--- src/rtl/imu_spi_reg_fetch.sv ---
// rtl/imu_spi_reg_fetch.sv - SPI mode-3 master reading one VectorNav register per start pulse
// Define IMU_SPI_HDR_CHECK_EN to compare the response header and report err/err_code.
module imu_spi_reg_fetch #(
  parameter int SPEEDUP      = 1,
  parameter int SPI_SCLK_DIV = 16,
  parameter int WAIT_CYCLES  = 6250,
  parameter int CS_GUARD     = 8
) (
  input  logic        c,
  input  logic        rst,
  input  logic        start,
  input  logic [7:0]  reg_idx,
  input  logic [7:0]  reg_len,
  input  logic [7:0]  reg_start_word,
  output logic        busy,
  output logic        done,
  output logic        err,
  output logic [7:0]  err_code,
  output logic [31:0] reg_d,
  output logic        reg_dv,
  output logic        cs,
  output logic        sck,
  output logic        mosi,
  input  logic        miso
);
  localparam int GAP_EFF = ((WAIT_CYCLES / SPEEDUP) < 1) ? 1 : (WAIT_CYCLES / SPEEDUP);
  localparam int GW = $clog2(GAP_EFF + 1);
  localparam logic [GW-1:0] GAP_LAST = GW'(GAP_EFF - 1);
  localparam logic [7:0] DIV_LAST = 8'(SPI_SCLK_DIV - 1);
  localparam logic [7:0] GUARD_LAST = 8'(CS_GUARD - 1);

  typedef enum logic [2:0] {S_IDLE, S_REQ, S_GAP, S_RSP_HDR, S_RSP_DATA, S_FIN, S_END} state_t;
  typedef enum logic [1:0] {PH_LEAD, PH_SHIFT, PH_TRAIL} phase_t;

  state_t state, nxt;
  phase_t ph;
  logic [7:0]    div_cnt, word_cnt, len_q, sw_q;
  logic [4:0]    bit_cnt;
  logic [GW-1:0] gap_cnt;
  logic [31:0]   tx_sr, rx_word;
  logic [30:0]   rx_sr;
  logic          framing, accept, wrap, rise, fall, last_bit;

  // Every framed state shares one divider that wraps at the guard length or the half-period.
  assign framing  = (state == S_REQ) || (state == S_RSP_HDR) || (state == S_RSP_DATA) || (state == S_FIN);
  assign accept   = start && ((state == S_IDLE) || (state == S_END));
  assign wrap     = (div_cnt == ((ph == PH_SHIFT) ? DIV_LAST : GUARD_LAST));
  assign rise     = framing && (ph == PH_SHIFT) && !sck && wrap;
  assign fall     = framing && (ph == PH_SHIFT) && sck && wrap;
  assign last_bit = (bit_cnt == 5'd31);
  assign rx_word  = {rx_sr, miso};

  always_ff @(posedge c) begin
    if (rst) state <= S_IDLE;
    else     state <= nxt;
  end

  always_comb begin
    nxt = state;
    case (state)
      S_IDLE:     if (start) nxt = S_REQ;
      S_REQ:      if ((ph == PH_TRAIL) && wrap) nxt = S_GAP;
      S_GAP:      if (gap_cnt == GAP_LAST) nxt = S_RSP_HDR;
      S_RSP_HDR:  if (rise && last_bit) nxt = (len_q == 8'd0) ? S_FIN : S_RSP_DATA;
      S_RSP_DATA: if (rise && last_bit && (word_cnt == len_q - 8'd1)) nxt = S_FIN;
      S_FIN:      if (wrap) nxt = S_END;
      S_END:      nxt = start ? S_REQ : S_IDLE;
      default:    nxt = S_IDLE;
    endcase
  end

  always_comb begin
    cs   = !framing;
    busy = framing || (state == S_GAP);
    done = (state == S_END);
  end

  always_ff @(posedge c) begin
    if (rst) begin
      ph       <= PH_LEAD;
      div_cnt  <= '0;
      bit_cnt  <= '0;
      word_cnt <= '0;
      gap_cnt  <= '0;
      len_q    <= '0;
      sw_q     <= '0;
      tx_sr    <= '0;
      rx_sr    <= '0;
      sck      <= 1'b1;
      mosi     <= 1'b0;
      reg_dv   <= 1'b0;
      reg_d    <= '0;
    end else begin
      reg_dv  <= 1'b0;
      gap_cnt <= (state == S_GAP) ? gap_cnt + GW'(1) : '0;
      if (accept) begin
        len_q <= reg_len;
        sw_q  <= reg_start_word;
        tx_sr <= {8'h01, reg_idx, 16'h0000};
      end
      if (!framing || wrap) div_cnt <= '0;
      else                  div_cnt <= div_cnt + 8'd1;
      if (!framing)                               ph <= PH_LEAD;
      else if ((ph == PH_LEAD) && wrap)           ph <= PH_SHIFT;
      else if (rise && last_bit && ((state == S_REQ) || (nxt == S_FIN))) ph <= PH_TRAIL;
      if ((framing && (ph == PH_LEAD) && wrap) || fall) begin
        sck <= 1'b0;
        if (state == S_REQ) begin
          mosi  <= tx_sr[31];
          tx_sr <= {tx_sr[30:0], 1'b0};
        end else begin
          mosi <= 1'b0;
        end
      end
      if (!framing) bit_cnt <= '0;
      else if (rise) begin
        sck     <= 1'b1;
        rx_sr   <= rx_word[30:0];
        bit_cnt <= bit_cnt + 5'd1;
      end
      if (state != S_RSP_DATA)        word_cnt <= '0;
      else if (rise && last_bit)      word_cnt <= word_cnt + 8'd1;
      if ((state == S_RSP_DATA) && rise && last_bit && (word_cnt >= sw_q)) begin
        reg_dv <= 1'b1;
        reg_d  <= rx_word;
      end
    end
  end

`ifdef IMU_SPI_HDR_CHECK_EN
  logic [23:0] hdr;
  logic [7:0]  idx_q;

  // Result is held from done until the next accepted start clears it.
  always_ff @(posedge c) begin
    if (rst) begin
      hdr      <= '0;
      idx_q    <= '0;
      err      <= 1'b0;
      err_code <= '0;
    end else begin
      if ((state == S_RSP_HDR) && rise && last_bit) hdr <= rx_word[23:0];
      if (accept) begin
        idx_q    <= reg_idx;
        err      <= 1'b0;
        err_code <= '0;
      end else if ((state == S_FIN) && wrap) begin
        err      <= (hdr[23:16] != 8'h01) || (hdr[15:8] != idx_q) || (hdr[7:0] != 8'h00);
        err_code <= hdr[7:0];
      end
    end
  end
`else
  assign err      = 1'b0;
  assign err_code = 8'h00;
`endif
endmodule

--- config.mk ---
export PLATFORM = sky130hd
export DESIGN_NAME = imu_spi_reg_fetch
export DESIGN_NICKNAME = d
export VERILOG_FILES = /design/src/rtl/imu_spi_reg_fetch.sv
export SDC_FILE = /design/constraint.sdc
export NUM_CORES = 1
export LEC_CHECK = 0
export ABC_AREA = 1
export ABC_CLOCK_PERIOD_IN_PS = 4340
export CAP_MARGIN = 15
export CORE_MARGIN = 2
export CORE_UTILIZATION = 35
export CTS_CLUSTER_DIAMETER = 30
export DETAILED_ROUTE_END_ITERATION = 7
export PLACE_DENSITY_LB_ADDON = 0.08
export SKIP_CTS_REPAIR_TIMING = 1
export SLEW_MARGIN = 20
export SYNTH_ARGS = -nofsm -noshare
export SYNTH_HDL_FRONTEND = slang
export SYNTH_SLANG_ARGS = --single-unit
--- constraint.sdc ---
create_clock -name c -period 4.34 [get_ports c]
set_clock_uncertainty 0.1 [all_clocks]
set_input_delay 0.434 -clock c [delete_from_list [all_inputs] [get_ports c]]
set_output_delay 0.434 -clock c [all_outputs]
set_load 0.05 [all_outputs]
# ---- Word level (Yosys, flattened, before mapping)
# Cells that the tools add are included.
dict set report word_totals {
  ff_bits 153
  in_bits 28
  out_inout_bits 47
  wordCells 93
}
dict set report classes {
  add_sub_neg 5
  order_cmp 1
  eq_ne 14
  muxes 20
  bitwise 2
  n_reduce_logical 36
}
# op count
set op_table {}
lappend op_table {{$mux W32} 3}
lappend op_table {{$pmux W3 S7} 1}
lappend op_table {{$mux W3} 6}
lappend op_table {{$add A8 B1 Y8 const B} 2}
lappend op_table {{$logic_and A1 B1 Y1} 16}
lappend op_table {{$add A13 B1 Y13 const B} 1}
lappend op_table {{$eq A13 B13 Y1 const B} 1}
lappend op_table {{$eq A3 B3 Y1 const B} 4}
lappend op_table {{$mux W1} 9}
lappend op_table {{$eq A8 B4 Y1} 1}
lappend op_table {{$eq A8 B8 Y1} 1}
lappend op_table {{$ge A8 B8 Y1} 1}
lappend op_table {{$logic_not A8 Y1} 1}
lappend op_table {{$logic_or A1 B1 Y1} 8}
lappend op_table {{$reduce_or A2 Y1} 4}
lappend op_table {{$sub A8 B1 Y8 const B} 1}
lappend op_table {{$eq A3 B2 Y1 const B} 2}
lappend op_table {{$add A5 B1 Y5 const B} 1}
lappend op_table {{$eq A5 B5 Y1 const B} 1}
lappend op_table {{$mux W4} 1}
lappend op_table {{$eq A3 B1 Y1 const B} 1}
lappend op_table {{$logic_not A3 Y1} 1}
lappend op_table {{$ne A3 B3 Y1 const B} 1}
lappend op_table {{$reduce_or A3 Y1} 1}
lappend op_table {{other kinds (7)} 9}

# ---- Longest topological paths before layout
dict set report depth {
  word_depth 16
  depth_mapped 17
  ltp_nobuf 17
}

# ---- Worst setup path before layout
# Ideal clock, no wire load.
dict set report synth_path {
  kind {register -> register}
  start {reg state[2]}
  end {reg reg_d[16]}
  setup_time_ps 65
  t_arrival_ps 1898
  required_time_ps 4175
  setup_slack_ps 2277
  stages_incl_launch_ff 10
  n_path_buf 2
  period_less_slack_ps 2063
  path_cell_list {dfxtp_1 > buf_2 > o21ai_2 > nor2_2 > nand4_1 > inv_2 > nand2_1 > clkbuf_1 > o21ai_0 > nor2_1}
}
dict set report synth_between {
  elab_chain_cells 10
  word_cells_on_any_way 13
  cone_classes {eq/ne: 4; reduce/logical: 9}
}
# element line
set synth_rtl {}
lappend synth_rtl {{start, declared} 35} ;# state_t state, nxt;
lappend synth_rtl {{start signal, assigned} 55} ;# else state <= nxt;
lappend synth_rtl {{$eq A3 B1 Y1 or $eq A3 B2 Y1 (tied branches)} 45} ;# assign framing = (state == S_REQ) || (state == S_RSP_HDR) || (state == S_RSP_DATA) || (state == S_FIN);
lappend synth_rtl {{$logic_or A1 B1 Y1 (3 in a row)} 45}
lappend synth_rtl {{$logic_and A1 B1 Y1 (3 in a row)} 48} ;# assign rise = framing && (ph == PH_SHIFT) && !sck && wrap;
lappend synth_rtl {{$logic_and A1 B1 Y1 (*) (3 in a row)} 123} ;# if ((state == S_RSP_DATA) && rise && last_bit && (word_cnt >= sw_q)) begin
lappend synth_rtl {{end signal, assigned} 125} ;# reg_d <= rx_word;
lappend synth_rtl {{end, declared} 19} ;# output logic [31:0] reg_d,
# Every way passes the cells marked *; elsewhere a longest branch is shown, timed or not.
# A chain may end at the register's enable or synchronous reset.

# ---- Worst setup path after layout
dict set report layout_path {
  start {reg state[1]}
  end {out busy}
}
dict set report layout_between {
  elab_chain_cells 5
  word_cells_on_any_way 9
  cone_classes {eq/ne: 5; reduce/logical: 4}
}
# element line
set layout_rtl {}
lappend layout_rtl {{$eq A3 B1 Y1 or $eq A3 B2 Y1 (tied branches)} 45}
lappend layout_rtl {{$logic_or A1 B1 Y1 (3 in a row)} 45}
lappend layout_rtl {{$logic_or A1 B1 Y1 (*)} 74} ;# busy = framing || (state == S_GAP);
lappend layout_rtl {{end, declared} 15} ;# output logic busy,
# Marked as above.

==> flow_metrics.tcl <==
set metrics [dict create \
    vias 5407 \
    cts_root_buf "clkbuf_16" \
    dpl_cell_area_sq_um 7190 \
    utilization 0.434 \
    critPathArrivalTime_ns 2.21 \
    diodes 0 \
    period_share 0.633 \
    crit_required_ns 3.81 \
    syn_to_final_growth_pct 21.6 \
    synth-seq-cells 153 \
    cts_sinks 153 \
    io_buffers 65 \
    detail-route-antenna-nets 0 \
    seqCellArea_sq_um 3060 \
    crit_chain "inv_1, nor3_2, inv_1, nand2_1, clkdlybuf4s50_1" \
    crit_type "flop to primary output" \
    hold_slack_ns 0.353 \
    place_congestion 0.756 \
    setup_ws_ns 1.59 \
    grt_pass1_vias 5007 \
    irDropWorstVdd_v 0.000259 \
    drv_slew 0 \
    dieArea_sq_um 19400 \
    nets 960 \
    cts.clk_slew.worst_paths_ns 0.06 \
    worst_setup_path_start_kind "flop" \
    period_needed_ns 2.75 \
    setup-violations-final 0 \
    grt_usage 0.149 \
    yosys_warnings 0 \
    viasPerCell 4.67 \
    power_density_nw_per_um2 405 \
    globalRouteMet2Util 0.234 \
    final_common_cell "nor2_1" \
    synthesis.area_sq_um 6410 \
    yosysSeqAreaShare 0.478 \
    async_reset_ff_frac 0 \
    maxCapViolCount 0 \
    grtUsageMet3 0.0434 \
    hold_class "flop to flop" \
    synth.distinct_cells 40 \
    synth_ff_type "dfxtp_1" \
    initial_utilization 0.357 \
    finalSetupTns_ns 0 \
    wl_per_cell_microns 12.3 \
    worstMarginPinSlew_ns 0.580 \
    maxSlewHeadroom 0.613 \
    leakage_nw 2.93 \
    num_rows 49 \
    cts_buffer_depth 2 \
    syn_avg_cell_area_sq_um 7.39 \
    busiest_layer "met2" \
    finalHoldViolations 0 \
    ios 75 \
    multi_input_area_sq_um 2900 \
    synth_top_area_frac 0.478 \
    synth_edf_count 0 \
    grt_max_degree 55 \
    grt_overflow 0 \
    die_w_microns 139 \
    use_met1 0.199 \
    hpwl_microns 9570 \
    status "finished clean" \
    synth_cells 867 \
    coreArea_sq_um 18000 \
    yosysTopAreaCell "dfxtp_1" \
    path_common_cell "inv_1" \
    grt_pass1_wl_microns 23900 \
    critical-path-max-stage-delay_ns 0.79 \
    max_freq_ghz 0.364 \
    drt_iter0_markers 335 \
    htree_num_levels 4 \
    dp.cells 1127 \
    critPathSlowestCell "clkdlybuf4s50_1" \
    most-common-layout-cells "nor2_1 (205), dfxtp_1 (153), nand2_1 (144)" \
    power_mw 3.16 \
    critPathMaxFanout 7 \
    fin_cells 1159 \
    dr.pass1.iters 5 \
    die-height_microns 139 \
    synth_area_leaders "dfxtp_1 (48%), nor2_1 (12%), nand2_1 (8.4%), o21ai_0 (5.9%), a21oi_1 (4.2%)" \
    crit_path_end_kind "primary output" \
    numCtsBuffers 17 \
    post-place-ws_ns 1.68 \
    cts_tree "yes" \
    antenna_found_initial 0 \
    nFillCells 1837 \
    wl_microns 14300 \
    clock_latency_ns 0.42 \
    drive_above_1_share 0.0753 \
    rsz0062_at_grt "no" \
    drcViolationCount 0 \
    final_area_sq_um 7790 \
]
-- path summary, 6_finish.rpt --
check                         from                    end  slack (ns)  cells after the start
max            state[1]$_SDFF_PP0_                   busy        1.59                      5
min          div_cnt[0]$_SDFF_PP0_  div_cnt[0]$_SDFF_PP0_        0.35                      1
max reg2reg  div_cnt[0]$_SDFF_PP0_   tx_sr[29]$_SDFF_PP0_        1.69                     14
min reg2reg  div_cnt[0]$_SDFF_PP0_  div_cnt[0]$_SDFF_PP0_        0.35                      1
-- cell type report --
type,count,area share
flip-flops and latches,153,0.393
clock buffers,18,0.0551
multi-input cells,608,0.372
well taps,229,0.0368
inverters,66,0.0318
clock inverters,14,0.0226
repair buffers,71,0.0892
-- cells in the mapped netlist (all sizes together), types with 7 or more instances --
master and number:
inv 65, nand3 27, buf 20, clkbuf 28
nand4 7, a21oi 54, nand2 145, nor2 212
ha 15, o21ai 91, nor3 8, dfxtp 153
a311oi 8
-- worst max-delay path: cells and delay by family, from the launching register on --
kind / cells / cell delay [ns]
simple gates: 2 / 0.34
buf+inv: 3 / 1.01
flops: 1 / 0.43
-- state kept, by name, summed over array words and instances (netlist names), 2 cells and up --
register and flops:
reg_d 32, tx_sr 32, rx_sr 31, gap_cnt 13, div_cnt 8, len_q 8
sw_q 8, word_cnt 8, bit_cnt 5, state 3, ph 2
-- report_power, final --
group	total, mW	switching, mW	internal (mW)
combinational	0.198	0.127	0.0708
clock	1.52	0.648	0.877
sequential	1.44	0.0125	1.42
total	3.16	0.788	2.37
-- per-layer routing --
metal | vias up | routed length [microns]
li1 | 2888 | -
met1 | 2427 | 7300
met2 | 80 | 6260
met3 | 12 | 584
met4 | 0 | 162
met5 | - | 0
-- cells by family (layout without fill, tap and decap cells) --
kind of cell | Yosys count | in the layout | synth area share
buffers and inverters | 114 | 169 | 0.0751
adder cells (fa/ha/maj) | 15 | 15 | 0.0293
XOR/XNOR | 7 | 7 | 0.00956
other | 1 | 9 | 0.000585
AO/OA/AOI/OAI | 166 | 166 | 0.141
flip-flops | 153 | 153 | 0.478
AND/OR/NAND/NOR | 411 | 411 | 0.267
Power figures use the tool's default switching activity.
